File: config.mk
export PLATFORM = sky130hd
export DESIGN_NAME = nco_tone_generator
export DESIGN_NICKNAME = d
export VERILOG_FILES = /design/src/rtl/nco_tone_generator.sv
export SDC_FILE = /design/constraint.sdc
export NUM_CORES = 1
export LEC_CHECK = 0
export BUFFER_PORTS_ARGS = -buffer_cell sky130_fd_sc_hd__buf_2
export CAP_MARGIN = 20
export CORE_MARGIN = 10
export CORE_UTILIZATION = 30
export CTS_BUF_LIST = sky130_fd_sc_hd__clkbuf_8
export CTS_CLUSTER_DIAMETER = 100
export DETAILED_ROUTE_END_ITERATION = 6
export PLACE_DENSITY = 0.49
export SKIP_CTS_REPAIR_TIMING = 1
export SLEW_MARGIN = 10
export SYNTH_ARGS = -nofsm -noshare
export SYNTH_HDL_FRONTEND = slang
export SYNTH_SLANG_ARGS = --single-unit
File: constraint.sdc
create_clock -name clk -period 4.57 [get_ports clk]
set_input_delay 0.6855 -clock clk [delete_from_list [all_inputs] [get_ports clk]]
set_output_delay 0.6855 -clock clk [all_outputs]
set_load 0.005 [all_outputs]
File: src/rtl/nco_tone_generator.sv
// Phase-accumulator tone source: square/saw/triangle NCO scaled by a gated
// linear attack/release envelope, emitting one signed 16-bit sample per frame.
module nco_tone_generator #(
  parameter int SAMPLE_DIV   = 1024,
  parameter int PHASE_W      = 24,
  parameter int ATTACK_STEP  = 8,
  parameter int RELEASE_STEP = 4
) (
  input  logic               clk,
  input  logic               rst,
  input  logic               gate,
  input  logic [PHASE_W-1:0] tuning_word,
  input  logic [1:0]         wave_sel,
  output logic [15:0]        sample_out,
  output logic               sample_valid,
  output logic               note_active
);

  localparam int DIV_W = (SAMPLE_DIV > 1) ? $clog2(SAMPLE_DIV) : 1;

  typedef enum logic [1:0] {
    IDLE    = 2'd0,
    ATTACK  = 2'd1,
    SUSTAIN = 2'd2,
    RELEASE = 2'd3
  } state_t;

  state_t             state, state_next;
  logic [7:0]         env, env_next;
  logic [PHASE_W-1:0] phase, phase_next, phase_adv;
  logic [1:0]         wave_sel_r;
  logic               gate_m, gate_s;
  logic [DIV_W-1:0]   div_cnt;
  logic               tick;
  logic [8:0]         env_up_raw;
  logic [7:0]         env_up, env_dn;

  // gate comes straight from a key/button, so it is double-flopped before use
  always_ff @(posedge clk or posedge rst) begin
    if (rst) begin
      gate_m <= 1'b0;
      gate_s <= 1'b0;
    end else begin
      gate_m <= gate;
      gate_s <= gate_m;
    end
  end

  assign tick = (div_cnt == DIV_W'(SAMPLE_DIV - 1));

  always_ff @(posedge clk or posedge rst) begin
    if (rst)       div_cnt <= '0;
    else if (tick) div_cnt <= '0;
    else           div_cnt <= div_cnt + 1'b1;
  end

  assign phase_adv  = phase + tuning_word;
  assign env_up_raw = {1'b0, env} + 9'(ATTACK_STEP);
  assign env_up     = env_up_raw[8] ? 8'hFF : env_up_raw[7:0];
  assign env_dn     = (env <= 8'(RELEASE_STEP)) ? 8'd0 : env - 8'(RELEASE_STEP);

  always_comb begin
    state_next = state;
    env_next   = env;
    phase_next = phase;
    case (state)
      IDLE: begin
        env_next   = 8'd0;
        phase_next = '0;
        if (gate_s) begin
          state_next = ATTACK;
          env_next   = 8'(ATTACK_STEP);
          phase_next = tuning_word;
        end
      end
      ATTACK: begin
        if (!gate_s) begin
          if (env_dn == 8'd0) begin
            state_next = IDLE;
            env_next   = 8'd0;
            phase_next = '0;
          end else begin
            state_next = RELEASE;
            env_next   = env_dn;
            phase_next = phase_adv;
          end
        end else begin
          env_next   = env_up;
          phase_next = phase_adv;
          if (env_up == 8'hFF) state_next = SUSTAIN;
        end
      end
      SUSTAIN: begin
        env_next   = 8'hFF;
        phase_next = phase_adv;
        if (!gate_s) begin
          state_next = RELEASE;
          env_next   = 8'(255 - RELEASE_STEP);
        end
      end
      RELEASE: begin
        if (gate_s) begin
          // retrigger resumes the ramp from wherever the release had reached
          state_next = ATTACK;
          env_next   = env_up;
          phase_next = phase_adv;
        end else if (env_dn == 8'd0) begin
          state_next = IDLE;
          env_next   = 8'd0;
          phase_next = '0;
        end else begin
          env_next   = env_dn;
          phase_next = phase_adv;
        end
      end
      default: state_next = IDLE;
    endcase
  end

  always_ff @(posedge clk or posedge rst) begin
    if (rst) begin
      state      <= IDLE;
      env        <= 8'd0;
      phase      <= '0;
      wave_sel_r <= 2'd0;
    end else if (tick) begin
      state      <= state_next;
      env        <= env_next;
      phase      <= phase_next;
      wave_sel_r <= wave_sel;
    end
  end

  always_ff @(posedge clk or posedge rst) begin
    if (rst) note_active <= 1'b0;
    else     note_active <= (state != IDLE);
  end

  // Stage 1: waveform lookup from the top 16 phase bits
  logic [15:0]        p;
  logic [14:0]        tri_t;
  logic signed [15:0] wave, wave_r;
  logic [7:0]         env_r;
  logic               v1, v2;

  assign p     = phase[PHASE_W-1 -: 16];
  assign tri_t = p[15] ? ~p[14:0] : p[14:0];

  always_comb begin
    wave = 16'sd0;
    case (wave_sel_r)
      2'd0:    wave = p[15] ? 16'sh8000 : 16'sh7FFF;
      2'd1:    wave = p ^ 16'h8000;
      2'd2:    wave = {tri_t, 1'b0} - 16'h8000;
      default: wave = 16'sd0;
    endcase
  end

  always_ff @(posedge clk or posedge rst) begin
    if (rst) begin
      v1     <= 1'b0;
      v2     <= 1'b0;
      wave_r <= 16'sd0;
      env_r  <= 8'd0;
    end else begin
      v1 <= tick;
      v2 <= v1;
      if (v1) begin
        wave_r <= wave;
        env_r  <= env;
      end
    end
  end

  // Stage 2: envelope scaling; >>> floors toward minus infinity
  logic signed [24:0] prod;
  assign prod = wave_r * $signed({1'b0, env_r});

  always_ff @(posedge clk or posedge rst) begin
    if (rst) begin
      sample_out   <= 16'd0;
      sample_valid <= 1'b0;
    end else begin
      sample_valid <= v2;
      if (v2) sample_out <= 16'(prod >>> 8);
    end
  end

endmodule

## Yosys cells after proc, flatten, opt, wreduce, memory -nomap -nowiden

Cells that the tools add are included.

| storage, ports and cells | value |
|---|---|
| logic and storage cells | 63 |
| bits of input ports | 29 |
| register bits after elaboration | 92 |
| output and inout bits | 18 |

| operators by class | value |
|---|---|
| $add $sub $neg | 5 |
| muxes and demuxes | 23 |
| equality and inequality tests | 11 |
| order comparisons | 1 |
| $mul | 1 |
| bitwise gates (word level) | 2 |
| reductions and logical operators | 6 |

Operator list:

| cell | number |
|---|---|
| $mux 24 | 3 |
| $pmux 24 s3 | 1 |
| $pmux 16 s3 | 1 |
| $mux 8 | 4 |
| $add 24x24->24 | 1 |
| $mul 16x9->24 | 1 |
| $pmux 8 s3 | 1 |
| $mux 16 | 1 |
| $sub 16x16->16 const B | 1 |
| $mux 15 | 1 |
| $not 15->15 | 1 |
| $mux 2 | 7 |
| $add 10x1->10 const B | 1 |
| $eq 10x10->1 const B | 1 |
| $mux 10 | 1 |
| $add 8x4->9 const B | 1 |
| $eq 8x8->1 const B | 1 |
| $le 8x3->1 const B | 1 |
| $logic_not 8->1 | 1 |
| $pmux 2 s4 | 1 |
| $sub 8x3->8 const B | 1 |
| $eq 2x2->1 const B | 3 |
| $ne 3x3->1 const B | 2 |
| $reduce_and 5->1 | 1 |
| other kinds (8) | 11 |

## Logic depth before layout (Yosys ltp)

| logic depth | value |
|---|---|
| depth after elaboration | 6 |
| gate-level depth with buffers | 19 |
| depth with buffers taken out | 18 |

## Worst setup path before layout

No wires, ideal clock.

| timing | value |
|---|---|
| kind | register -> register |
| start | register env_r[2] |
| end | register sample_out[13] |
| setup time | 0.137 ns |
| clock period less this slack | 4.812 ns |
| arrival time | 4.675 ns |
| stages on the path, launching flop included | 20 |
| data required time | 4.433 ns |
| setup slack | -0.242 ns |
| path buffers | 2 |
| cell sequence | dfrtp_1 clkbuf_1 clkbuf_1 nand2_1 fa_1 inv_1 fa_1 fa_1 inv_1 fa_1 inv_1 ha_1 a21oi_1 nand2_1 a41o_1 a21oi_1 o21ai_1 a211oi_1 or3_1 o211ai_1 |

| on the way | value |
|---|---|
| longest elaborated chain between the ends | 1 |

RTL lines:

| item | RTL line | source |
|---|---|---|
| start, declared | 143 | `logic [7:0] env_r;` |
| start signal, assigned | 170 | `env_r <= env;` |
| $mul 16x9->24 | 177 | `assign prod = wave_r * $signed({1'b0, env_r});` |
| end signal, assigned | 185 | `if (v2) sample_out <= 16'(prod >>> 8);` |
| end, declared | 14 | `output logic [15:0] sample_out,` |

No other way between the ends.
A chain may end at the register's enable or synchronous reset.

## Final worst setup path

| timing | value |
|---|---|
| start | register env_r[5] |
| end | register sample_out[7] |

The elaborated chain is that of the path after synthesis.

==> run_results.csv <==
group,metric,value,unit
pwr,leakage,0.005687,µW
clock_tree,cts.clk_slew.worst_paths,0.10,ns
pwr,p_per_area,126.9,nW/µm²
timing,skew,0.01202,ns
floorplan,io_pins,47,
synth,synth_async_sr_flop_share,100.0,%
cells_and_area,postLayoutCoreUtil,35.23,%
critical_path,slowest_delay,0.55,ns
global_route,grtUsageTotal,11.12,%
synth,netlist_area,9824,µm²
floorplan,rows,66,
timing,setup_slack,0.1192,ns
cells_and_area,syn_to_final_growth,16.39,%
clock_tree,clk_latency,0.39,ns
global_route,antenna_found_initial,0,
timing,timing.hold.ws,0.3700,ns
clock_tree,clk_path_buf_depth,2,
timing,worst_pin_slew,0.9751,ns
critical_path,cp-start-kind,"flop",
synth,synth-seq-cells,92,
cells_and_area,n_antenna_cell,0,
run_status,status,"finished clean",
pwr,swShare,27.22,%
timing,finalSetupViolCount,0,
synth,avgSynthCellArea,8.923,µm²
critical_path,crit_top_cell,"fa_1",
routing,antenna_left,0,
synth,synthMuxAreaShare,2.267,%
synth,yosysMostFrequentCell,"inv_1",
synth,syn-num-nets,1302,
worst_hold_path,hold_path.class,"flop to flop",
synth,synth_xor_area_share,5.260,%
clock_tree,cts_max_level,3,
synth,synth_edf_count,0,
synth,synth_top_cell_by_area,"dfrtp_1",
place,gp_congestion,0.8224,
pwr,pwr-share-comb,7.2,%
synth,syn_inst,1101,
critical_path,cp_top_family,"adder cells",
cells_and_area,fin_area,11430,µm²
synth,yosys.area_share.simple,16.85,%
critical_path,reg2reg_from,"env_r[5]",
timing,final.min_clock_period,4.451,ns
cells_and_area,final_layout_size_suffix_gt1_share,20.08,%
clock_tree,tritoncts,"done",
timing,hold_viol,0,
global_route,grt_overflow_total,0,
worst_hold_path,min-delay-start,"gate_m",
synth,yosysTopAreaCellShare,23.43,%
routing,vias,7418,
clock_tree,cts_buffers,9,
synth,synth_top_family_by_area,"adder cells",
pwr,ir_worst_vdd,0.0001220,V
critical_path,cp_num_buf_inv,4,
floorplan,die_y,201.0,µm
global_route,grt_pass1_wl,38.07,mm
floorplan,coreArea,32450,µm²
pwr,switchingPower,395.1,µW
synth,ys.flop_type,"dfrtp_1",
floorplan,die_area,40390,µm²
place,port_buffers,46,
timing,drv_slew,0,
synth,synth_commonest_cells,"inv_1, nand2_1, fa_1, dfrtp_1",
synth,ys_seq_area_share,23.43,%
critical_path,critical-path-slowest-cell,"fa_1",
critical_path,cp_max_fo,5,
critical_path,endpoint_kind,"flop",
pwr,power.share.sequential,56.6,%
synth,synthTopCellsByArea,"dfrtp_1, fa_1, ha_1, inv_1, nand2_1",
timing,relSlewSlack,34.99,%
routing,vias_per_cell,4.573,
flow_run,drv_cap,0,
synth,synth_compound_area_share,14.09,%
place,place_area,10860,µm²
timing,fmaxAchievable,0.2247,GHz
synth,yosys.area_share.adder,29.55,%
synth,synth.distinct_cells,72,
cells_and_area,final_cells,1622,
critical_path,crit_required,4.84,ns
routing,first_iter_violations,238,
global_route,grt_pass1_vias,7516,
timing,grt_setup_unrepaired,"true",
synth,yosys_warnings,0,
global_route,grt_max_degree,72,
routing,route.detailed.drc,0,
critical_path,path_cells,"nand2_2, fa_1, fa_1, inv_2, fa_1, inv_2, fa_1, inv_2, ha_4, a21oi_2, nand2_1, a41o_4, a21oi_4, buf_6, nor2_4, a31oi_2, xnor2_1, mux2_4",
place,place_hpwl,17.45,mm
routing,wl,22.55,mm
critical_path,critical_path_class,"flop to flop",
critical_path,critPathLaunch,"env_r[5]",
clock_tree,clockRootBuffer,"clkbuf_8",
floorplan,dieWidth,201.0,µm
place,placed_cells,1594,
routing,firstDrtPassIters,4,
pwr,p_int,1056,µW
place,place_ws,-0.1032,ns
cells_and_area,final_nets,1376,
timing,fin_crit_sh,97.39,%
critical_path,arrival,4.72,ns
pwr,power.share.clock,36.2,%
floorplan,initial_core_util,30.27,%
routing,wl_per_cell,13.90,µm
clock_tree,cts_sinks,92,
## metal layers
metal	part of all wire (%)	vias up	track usage (%)
met1	52	3553	15.99
met2	44	88	16.90
met5	0	-	0
li1	-	3764	-
met4	0.84	0	2.218
met3	3.2	13	2.146
## registers in the layout, summed over array words and instances, names as in the netlist, named ones only
signal	count
gate_s	1
v1	1
div_cnt	10
gate_m	1
wave_r	16
env	8
note_active	1
state	1
v2	1
sample_valid	1
sample_out	16
phase	24
wave_sel_r	2
env_r	8
## area by class of cell
| cell class | count | area, µm² |
|---|---|---|
| repair buffers | 119 | 813.3 |
| inverters | 167 | 629.4 |
| fillers | 3394 | 21020 |
| multi-input cells | 786 | 6945 |
| clock buffers | 9 | 123.9 |
| clock inverters | 7 | 50.05 |
| well taps | 442 | 553.0 |
| flip-flops and latches | 92 | 2320 |
## kinds of logic after synthesis
kind of cell               after synthesis
AOI/OAI and AO/OA                      196
xor gates and xnor gates                59
adders and majority gates              172
buffers and inverters                  223
DFF                                     92
muxes                                   20
and+or+nand+nor                        339
## through the flow
stage / TNS [ns] / power (µW)
after floorplan: 0 / 907.1
after global placement: 0 / 942.5
after detailed placement: -0.8073 / 943.2
after CTS: -0.7614 / 1492
after global routing: -0.2854 / 1529
final: 0 / 1451
## cell usage in the layout, fill, tap and decap left out, types with 9 or more instances in the layout
master and instances:
nor2_1 70, inv_2 12, buf_4 62, nand2_1 115
dfrtp_1 78, a21oi_1 38, a21o_1 13, nand3_1 12
fa_1 94, buf_2 47, mux2_2 17, and3_1 9
o21ai_0 25, nand2b_1 15, o221ai_1 14, and2_1 52
xnor2_1 43, xor2_1 15, dfrtp_2 14, a221oi_1 18
clkbuf_8 9, inv_1 154, ha_1 64, o21a_1 16
buf_6 10
## path summary, 6_finish.rpt
check / slack [ns] / end / cells after the start
max in group asynchronous: 3.19 / phase[0] / 3
worst max register to register: 0.12 / sample_out[7] / 18
worst max-delay path: 0.12 / sample_out[7] / 18
worst min-delay path: 0.37 / gate_s / 0
min in group asynchronous: 0.50 / sample_valid / 2
worst min register to register: 0.37 / gate_s / 0
## power by group through the flow
stage / logic, µW / clock network, µW / registers [µW]
5_1_grt: 119 / 588 / 822
3_5_place_dp: 105 / 0 / 838
6_report: 104 / 525 / 822
2_1_floorplan: 73.0 / 0 / 834
4_1_cts: 106 / 564 / 822
3_3_place_gp: 105 / 0 / 838
Note: power is estimated with default switching activity, not from simulation.
